File: config.mk
export PLATFORM = sky130hd
export DESIGN_NAME = uart_mmio_ctrl
export DESIGN_NICKNAME = d
export VERILOG_FILES = /design/src/rtl/uart_mmio_pkg.sv /design/src/rtl/uart_rx_fifo.sv /design/src/rtl/uart_mmio_ctrl.sv
export SDC_FILE = /design/constraint.sdc
export NUM_CORES = 1
export LEC_CHECK = 0
export CAP_MARGIN = 20
export CELL_PAD_IN_SITES_DETAIL_PLACEMENT = 1
export CELL_PAD_IN_SITES_GLOBAL_PLACEMENT = 2
export CORE_MARGIN = 2
export CORE_UTILIZATION = 34
export DETAILED_ROUTE_END_ITERATION = 6
export PLACE_DENSITY_LB_ADDON = 0.1
export SETUP_SLACK_MARGIN = 0.15
export SYNTH_ARGS = -nofsm -noshare
export SYNTH_HDL_FRONTEND = slang
export SYNTH_SLANG_ARGS = --single-unit
export TNS_END_PERCENT = 5
File: constraint.sdc
create_clock -name sysclk -period 4.49 [get_ports sysclk]
set_input_delay 0.449 -clock sysclk [delete_from_list [all_inputs] [get_ports sysclk]]
set_output_delay 0.449 -clock sysclk [all_outputs]
set_load 0.01 [all_outputs]
File: src/rtl/uart_mmio_pkg.sv
// Shared definitions for the UART MMIO controller: register offsets, CON bit map, FSM encodings.
// Latency: n/a (definitions only).
// Backpressure: n/a.
package uart_mmio_pkg;

    // Register offsets relative to the controller base address.
    localparam logic [31:0] TXD_OFS = 32'h0000_0000;
    localparam logic [31:0] RXD_OFS = 32'h0000_0004;
    localparam logic [31:0] CON_OFS = 32'h0000_0008;

    // CON register bit positions.
    localparam int CON_TX_INT_EN = 0;
    localparam int CON_RX_INT_EN = 1;
    localparam int CON_RX_READY  = 2;
    localparam int CON_TX_BUSY   = 3;
    localparam int CON_RX_OVF    = 4;
    localparam int CON_TX_DONE   = 5;
    localparam int CON_SEND_EN   = 6;
    localparam int CON_RECV_EN   = 7;

    // Default low-time of the active-low trigger pulses, in sysclk cycles.
    localparam int PULSE_CYC_DEF = 2;

    typedef enum logic [1:0] {
        TX_IDLE      = 2'd0,
        TX_PULSE     = 2'd1,
        TX_WAIT_BUSY = 2'd2,
        TX_WAIT_DONE = 2'd3
    } tx_state_t;

    typedef enum logic {
        RX_IDLE  = 1'b0,
        RX_CLEAR = 1'b1
    } rx_state_t;

endpackage

File: src/rtl/uart_rx_fifo.sv
// Small synchronous FIFO holding received UART bytes.
// Latency: push visible at head one cycle after the push edge; head is combinational from state.
// Backpressure: none upstream; a push into a full FIFO without a same-cycle pop is dropped.
//
// Ports: clk/rst (async active-high), push_vld/push_dat, pop_vld, head_dat (current head,
// meaningless when empty), full, empty, count (log2(DEPTH)+1 bits). DEPTH must be a power of two >= 2.
module uart_rx_fifo #(
    parameter int DEPTH = 4,
    parameter int WIDTH = 8
) (
    input  logic                   clk,
    input  logic                   rst,
    input  logic                   push_vld,
    input  logic [WIDTH-1:0]       push_dat,
    input  logic                   pop_vld,
    output logic [WIDTH-1:0]       head_dat,
    output logic                   full,
    output logic                   empty,
    output logic [$clog2(DEPTH):0] count
);

    localparam int AW = $clog2(DEPTH);
    localparam logic [AW:0] FULL_CNT = DEPTH[AW:0];

    logic [WIDTH-1:0] mem_q [DEPTH];
    logic [WIDTH-1:0] mem_d [DEPTH];
    logic [AW-1:0]    wr_ptr_q, wr_ptr_d;
    logic [AW-1:0]    rd_ptr_q, rd_ptr_d;
    logic [AW:0]      count_q, count_d;
    logic             do_push, do_pop;

    assign empty    = (count_q == '0);
    assign full     = (count_q == FULL_CNT);
    assign count    = count_q;
    assign head_dat = mem_q[rd_ptr_q];

    // A pop on an empty FIFO does nothing, so an empty FIFO seeing push+pop just takes the push.
    // A full FIFO accepts a push only when a real pop frees the head slot in the same cycle.
    assign do_pop  = pop_vld & ~empty;
    assign do_push = push_vld & (~full | do_pop);

    always_comb begin
        mem_d    = mem_q;
        wr_ptr_d = wr_ptr_q;
        rd_ptr_d = rd_ptr_q;
        count_d  = count_q;
        if (do_push) begin
            mem_d[wr_ptr_q] = push_dat;
            wr_ptr_d        = wr_ptr_q + 1'b1;
        end
        if (do_pop) begin
            rd_ptr_d = rd_ptr_q + 1'b1;
        end
        case ({do_push, do_pop})
            2'b10:   count_d = count_q + 1'b1;
            2'b01:   count_d = count_q - 1'b1;
            default: count_d = count_q;
        endcase
    end

    always_ff @(posedge clk or posedge rst) begin
        if (rst) begin
            for (int i = 0; i < DEPTH; i++) begin
                mem_q[i] <= '0;
            end
            wr_ptr_q <= '0;
            rd_ptr_q <= '0;
            count_q  <= '0;
        end else begin
            mem_q    <= mem_d;
            wr_ptr_q <= wr_ptr_d;
            rd_ptr_q <= rd_ptr_d;
            count_q  <= count_d;
        end
    end

endmodule

File: src/rtl/uart_mmio_ctrl.sv
// Memory-mapped UART controller: TXD/RXD/CON registers, RX byte FIFO, TX trigger sequencing, irq.
// Latency: reads are combinational; irq lags its flags by one cycle; recv/send states see 2-flop sync delay.
// Backpressure: TXD writes while a transmission is in flight are ignored; RX bytes beyond FIFO depth are dropped and flagged.
//
// Ports: sysclk, reset (async active-high); CPU side addr/MemRead/MemWrite/wdata/rdata/irq;
// UART side uart_readdata/uart_recv_state/uart_send_state in, uart_writedata/uart_send_trigger/
// uart_state_trigger (both active-low pulses) and send_enable/recv_enable (CON[6]/CON[7]) out.
module uart_mmio_ctrl
    import uart_mmio_pkg::*;
#(
    parameter logic [31:0] BASE_ADDR  = 32'h4000_0018,
    parameter int          FIFO_DEPTH = 4,
    parameter int          PULSE_CYC  = PULSE_CYC_DEF
) (
    input  logic        sysclk,
    input  logic        reset,
    input  logic [31:0] addr,
    input  logic        MemRead,
    input  logic        MemWrite,
    input  logic [31:0] wdata,
    output logic [31:0] rdata,
    output logic        irq,
    input  logic [7:0]  uart_readdata,
    input  logic        uart_recv_state,
    input  logic        uart_send_state,
    output logic [7:0]  uart_writedata,
    output logic        uart_send_trigger,
    output logic        uart_state_trigger,
    output logic        send_enable,
    output logic        recv_enable
);

    localparam int         CW         = $clog2(FIFO_DEPTH) + 1;
    localparam logic [7:0] PULSE_LAST = 8'(PULSE_CYC - 1);

    // Synchronizers and receive edge detector.
    logic recv_s1_q, recv_s1_d, recv_s2_q, recv_s2_d, recv_prev_q, recv_prev_d;
    logic send_s1_q, send_s1_d, send_s2_q, send_s2_d;

    tx_state_t  tx_state_q, tx_state_d;
    rx_state_t  rx_state_q, rx_state_d;
    logic [7:0] tx_cnt_q, tx_cnt_d;
    logic [7:0] rx_cnt_q, rx_cnt_d;
    logic [7:0] writedata_q, writedata_d;

    logic tx_int_en_q, tx_int_en_d, rx_int_en_q, rx_int_en_d;
    logic send_en_q, send_en_d, recv_en_q, recv_en_d;
    logic rx_ovf_q, rx_ovf_d, tx_done_q, tx_done_d;
    logic irq_q, irq_d;

    logic          sel_txd, sel_rxd, sel_con;
    logic          wr_txd, wr_con, rd_rxd;
    logic          recv_edge, rx_push, rx_ovf_set, tx_done_set;
    logic          tx_busy, rx_ready;
    logic [7:0]    fifo_head;
    logic          fifo_full, fifo_empty;
    logic [CW-1:0] fifo_count;
    logic [31:0]   con_rd;
    logic          wdata_unused;

    // Only the low byte of a write carries register content.
    assign wdata_unused = ^wdata[31:8];

    assign sel_txd = (addr == BASE_ADDR + TXD_OFS);
    assign sel_rxd = (addr == BASE_ADDR + RXD_OFS);
    assign sel_con = (addr == BASE_ADDR + CON_OFS);
    assign wr_txd  = MemWrite & sel_txd;
    assign wr_con  = MemWrite & sel_con;
    assign rd_rxd  = MemRead & sel_rxd;

    assign recv_edge = recv_s2_q & ~recv_prev_q;
    assign tx_busy   = (tx_state_q != TX_IDLE);
    assign rx_ready  = (fifo_count != '0);
    // Drop and flag only when no pop makes room this cycle.
    assign rx_ovf_set = rx_push & fifo_full & ~rd_rxd;

    uart_rx_fifo #(
        .DEPTH (FIFO_DEPTH),
        .WIDTH (8)
    ) u_rx_fifo (
        .clk      (sysclk),
        .rst      (reset),
        .push_vld (rx_push),
        .push_dat (uart_readdata),
        .pop_vld  (rd_rxd),
        .head_dat (fifo_head),
        .full     (fifo_full),
        .empty    (fifo_empty),
        .count    (fifo_count)
    );

    always_comb begin
        recv_s1_d   = uart_recv_state;
        recv_s2_d   = recv_s1_q;
        recv_prev_d = recv_s2_q;
        send_s1_d   = uart_send_state;
        send_s2_d   = send_s1_q;
    end

    // TX sequencing: latch byte, pulse trigger low, then follow send_state 1->0->1.
    always_comb begin
        tx_state_d        = tx_state_q;
        tx_cnt_d          = tx_cnt_q;
        writedata_d       = writedata_q;
        tx_done_set       = 1'b0;
        uart_send_trigger = 1'b1;
        case (tx_state_q)
            TX_IDLE: begin
                if (wr_txd) begin
                    writedata_d = wdata[7:0];
                    tx_cnt_d    = '0;
                    tx_state_d  = TX_PULSE;
                end
            end
            TX_PULSE: begin
                uart_send_trigger = 1'b0;
                if (tx_cnt_q == PULSE_LAST) begin
                    tx_state_d = TX_WAIT_BUSY;
                end else begin
                    tx_cnt_d = tx_cnt_q + 8'd1;
                end
            end
            TX_WAIT_BUSY: begin
                if (!send_s2_q) begin
                    tx_state_d = TX_WAIT_DONE;
                end
            end
            TX_WAIT_DONE: begin
                if (send_s2_q) begin
                    tx_done_set = 1'b1;
                    tx_state_d  = TX_IDLE;
                end
            end
            default: tx_state_d = TX_IDLE;
        endcase
    end

    // RX sequencing: capture on the synced rising edge, then pulse state_trigger low to clear it.
    always_comb begin
        rx_state_d         = rx_state_q;
        rx_cnt_d           = rx_cnt_q;
        rx_push            = 1'b0;
        uart_state_trigger = 1'b1;
        case (rx_state_q)
            RX_IDLE: begin
                if (recv_edge) begin
                    rx_push    = 1'b1;
                    rx_cnt_d   = '0;
                    rx_state_d = RX_CLEAR;
                end
            end
            RX_CLEAR: begin
                uart_state_trigger = 1'b0;
                if (rx_cnt_q == PULSE_LAST) begin
                    rx_state_d = RX_IDLE;
                end else begin
                    rx_cnt_d = rx_cnt_q + 8'd1;
                end
            end
            default: rx_state_d = RX_IDLE;
        endcase
    end

    // CON register: hardware set of a sticky flag wins over a same-cycle write-1-clear.
    always_comb begin
        tx_int_en_d = tx_int_en_q;
        rx_int_en_d = rx_int_en_q;
        send_en_d   = send_en_q;
        recv_en_d   = recv_en_q;
        rx_ovf_d    = rx_ovf_q;
        tx_done_d   = tx_done_q;
        if (wr_con) begin
            tx_int_en_d = wdata[CON_TX_INT_EN];
            rx_int_en_d = wdata[CON_RX_INT_EN];
            send_en_d   = wdata[CON_SEND_EN];
            recv_en_d   = wdata[CON_RECV_EN];
            rx_ovf_d    = rx_ovf_q & ~wdata[CON_RX_OVF];
            tx_done_d   = tx_done_q & ~wdata[CON_TX_DONE];
        end
        if (rx_ovf_set) begin
            rx_ovf_d = 1'b1;
        end
        if (tx_done_set) begin
            tx_done_d = 1'b1;
        end
        irq_d = (tx_int_en_q & tx_done_q) | (rx_int_en_q & rx_ready);
    end

    always_comb begin
        con_rd                = '0;
        con_rd[CON_TX_INT_EN] = tx_int_en_q;
        con_rd[CON_RX_INT_EN] = rx_int_en_q;
        con_rd[CON_RX_READY]  = rx_ready;
        con_rd[CON_TX_BUSY]   = tx_busy;
        con_rd[CON_RX_OVF]    = rx_ovf_q;
        con_rd[CON_TX_DONE]   = tx_done_q;
        con_rd[CON_SEND_EN]   = send_en_q;
        con_rd[CON_RECV_EN]   = recv_en_q;
    end

    always_comb begin
        rdata = '0;
        if (sel_txd) begin
            rdata = {24'h0, writedata_q};
        end else if (sel_rxd) begin
            rdata = fifo_empty ? 32'h0 : {24'h0, fifo_head};
        end else if (sel_con) begin
            rdata = con_rd;
        end
    end

    always_ff @(posedge sysclk or posedge reset) begin
        if (reset) begin
            recv_s1_q   <= 1'b0;
            recv_s2_q   <= 1'b0;
            recv_prev_q <= 1'b0;
            send_s1_q   <= 1'b1;
            send_s2_q   <= 1'b1;
            tx_state_q  <= TX_IDLE;
            rx_state_q  <= RX_IDLE;
            tx_cnt_q    <= '0;
            rx_cnt_q    <= '0;
            writedata_q <= '0;
            tx_int_en_q <= 1'b0;
            rx_int_en_q <= 1'b0;
            send_en_q   <= 1'b0;
            recv_en_q   <= 1'b0;
            rx_ovf_q    <= 1'b0;
            tx_done_q   <= 1'b0;
            irq_q       <= 1'b0;
        end else begin
            recv_s1_q   <= recv_s1_d;
            recv_s2_q   <= recv_s2_d;
            recv_prev_q <= recv_prev_d;
            send_s1_q   <= send_s1_d;
            send_s2_q   <= send_s2_d;
            tx_state_q  <= tx_state_d;
            rx_state_q  <= rx_state_d;
            tx_cnt_q    <= tx_cnt_d;
            rx_cnt_q    <= rx_cnt_d;
            writedata_q <= writedata_d;
            tx_int_en_q <= tx_int_en_d;
            rx_int_en_q <= rx_int_en_d;
            send_en_q   <= send_en_d;
            recv_en_q   <= recv_en_d;
            rx_ovf_q    <= rx_ovf_d;
            tx_done_q   <= tx_done_d;
            irq_q       <= irq_d;
        end
    end

    assign irq            = irq_q;
    assign uart_writedata = writedata_q;
    assign send_enable    = send_en_q;
    assign recv_enable    = recv_en_q;

endmodule

==> results.toml <==
[worst_setup_path]
required_ns = 4.04
cp.arrival_ns = 2.98
crit_path_start_kind = "input pin"
critical_path_class = "in -> out"
worst_setup_path_end_kind = "output port"
worstRegToRegCells = 9
cp_max_fo = 9

[clock_network]
cts_htree_levels = 3
cts-root-buf = "clkbuf_16"
clk_latency_ns = 0.34
clk_pin_slew_ns = 0.06
cts_resized = 0
clockBufferDepth = 2
cts_tree = "yes"
cts_sinks = 78
ctsHoldBuffers = 0
cts_buffers = 9
cts_setup_buffers = 0

[placed_design]
io_buffers = 74
gp_congestion = 0.740
dpl_cell_area_mm2 = 0.00513
place_ws_ns = 0.996
dp.cells = 573
dp_hpwl_um = 7070

[yosys]
synth_top_flop_cell = "dfrtp_1"
synth_warnings = 0
synth_area_mm2 = 0.00426
ys_ff_latch = 78
syn_avg_cell_area_um2 = 12.7
syn_inst = 335
synth_area_leader_cell = "dfrtp_1"
synthMostInstantiatedCell = "dfrtp_1"
yosys-top-cells-count = "dfrtp_1, mux2_4, buf_4"
synthArstFlopShare_pct = 100
ys_seq_area_share_pct = 45.8
synth_top_area_share_pct = 44.6
ys_types = 52
synth_area_leaders = "dfrtp_1, mux2_4, buf_4"
synth_edf_count = 0

[global_route]
grt_usage_pct = 15.6
grt_pass1_wl_um = 15900
grt_max_degree = 79
antenna_found_initial = 0
grt_pass1_vias = 3099
overflow = 0

[routing]
wl_um = 9870
avgViaCountPerCell = 4.88
num_vias = 2877
post_drt_wl_per_cell_um = 16.8
first_pass_iters = 4
route.detailed.drc = 0
antenna_left = 0
drt-initial-drc-count = 92

[run_status]
outcome = "finished clean"

[layout]
layout.cells.non_filler = 589
post-route-util_pct = 44.9
area_growth_pct = 27.5
final_layout_size_suffix_gt1_share_pct = 22.8
design_area_mm2 = 0.00543
nets = 508
diodes = 0

[die]
die-width_um = 116
rows = 40
die_h_um = 116
core_mm2 = 0.0121
start_util_pct = 35.2
top_level_ports = 123
die-area_mm2 = 0.0134

[power]
finalPower_mw = 2.39
ir_drop_mv = 0.262
leakage_nw = 2.44
powerDensity_mw_per_mm2 = 439

[timing]
rsz0062_at_grt = "false"
fin_crit_sh_pct = 76.5
drv_slew = 0
max_clock_freq_mhz = 291
setup_viol_count_final = 0
slew_headroom_pct = 32.9
worst_pin_slew_ns = 1.01
setup_slack_ns = 1.06
timing.final.crit_period_ns = 3.43
fin_worst_skew_ns = 0.00597
hold_viol = 0
setup_tns_ns = 0
fin_hold_ws_ns = 0.354

[job]
drv_cap = 0

[worst_hold_path]
min_path_type = "reg -> reg"
holdPathStages = 0
[layout by cell type, fill, tap and decap left out, types with 2 or more instances in the layout]
master	Yosys	layout
a21o_1	2	2
a21oi_1	9	9
a222oi_1	5	5
a22o_1	2	2
a22oi_1	3	3
and4_1	3	3
and4_2	2	2
buf_4	24	4
clkbuf_16	0	9
clkdlybuf4s50_1	0	74
clkinvlp_4	0	3
conb_1	1	24
dfrtp_1	76	76
dfstp_2	2	2
ha_1	13	13
inv_1	21	20
mux2_2	13	13
mux2_4	32	32
mux4_2	8	8
nand2_1	16	16
nand3_1	10	10
nand4_1	6	6
nor2_1	9	9
nor3_1	4	4
nor4_1	3	3
nor4_4	4	4
o211ai_4	4	4
o21ai_0	14	14
or3_1	8	8
or4b_2	2	2
xnor2_1	4	4
xor2_1	7	7
[flip-flops by register name, indices dropped and copies added (netlist names), 2 cells and up]
signal,flops
u_rx_fifo.mem_q,32
u_rx_fifo.rd_ptr_q,2
u_rx_fifo.count,3
uart_writedata,8
tx_state_q,2
rx_cnt_q,8
tx_cnt_q,8
u_rx_fifo.wr_ptr_q,2
[where the power goes]
group | internal [mW] | switching, mW | total (mW)
registers | 0.888 | 0.134 | 1.02
clock network | 0.437 | 0.311 | 0.748
logic | 0.375 | 0.241 | 0.616
total | 1.70 | 0.686 | 2.39
[final cells by class]
| type | instances | area (um2) |
|---|---|---|
| inverter | 21 | 78.8 |
| tap | 168 | 210 |
| clock buffer | 9 | 225 |
| timing repair buffer | 78 | 771 |
| clock inverter | 7 | 81.3 |
| fill | 1282 | 6680 |
| multi-input combinational | 228 | 2110 |
| sequential | 78 | 1950 |
[worst paths after layout]
path	startpoint	end	slack, ns
max	addr[2]	rdata[2]	1.06
min	recv_s1_q	recv_prev_d	0.35
max reg2reg	u_rx_fifo.count[2]	u_rx_fifo.count[2]	2.02
min reg2reg	recv_s1_q	recv_prev_d	0.35
max in group asynchronous	reset	uart_writedata[6]	3.10
min in group asynchronous	reset	tx_cnt_q[2]	0.74
[per-layer routing]
layer	routed length, um	GRT usage (%)
met4	65	4.05
met1	4430	19.6
met2	4930	26.4
met5	0	0
met3	444	4.71
[critical path: stages]
cell             delay (ns)
clkdlybuf4s50_1        0.47
nor4bb_1               0.56
and4_2                 0.34
and2_1                 0.36
a222oi_1               0.18
inv_1                  0.09
clkdlybuf4s50_1        0.53
[kinds of logic after synthesis]
family	synth area share (%)
DFF	45.8
other	0.0880
buffers and inverters	6.72
and+or+nand+nor	13.0
muxes	19.4
AOI/OAI and AO/OA	8.34
adders and majority gates	4.29
xor gates and xnor gates	2.26
No activity file was read; power rests on OpenSTA's default activity.
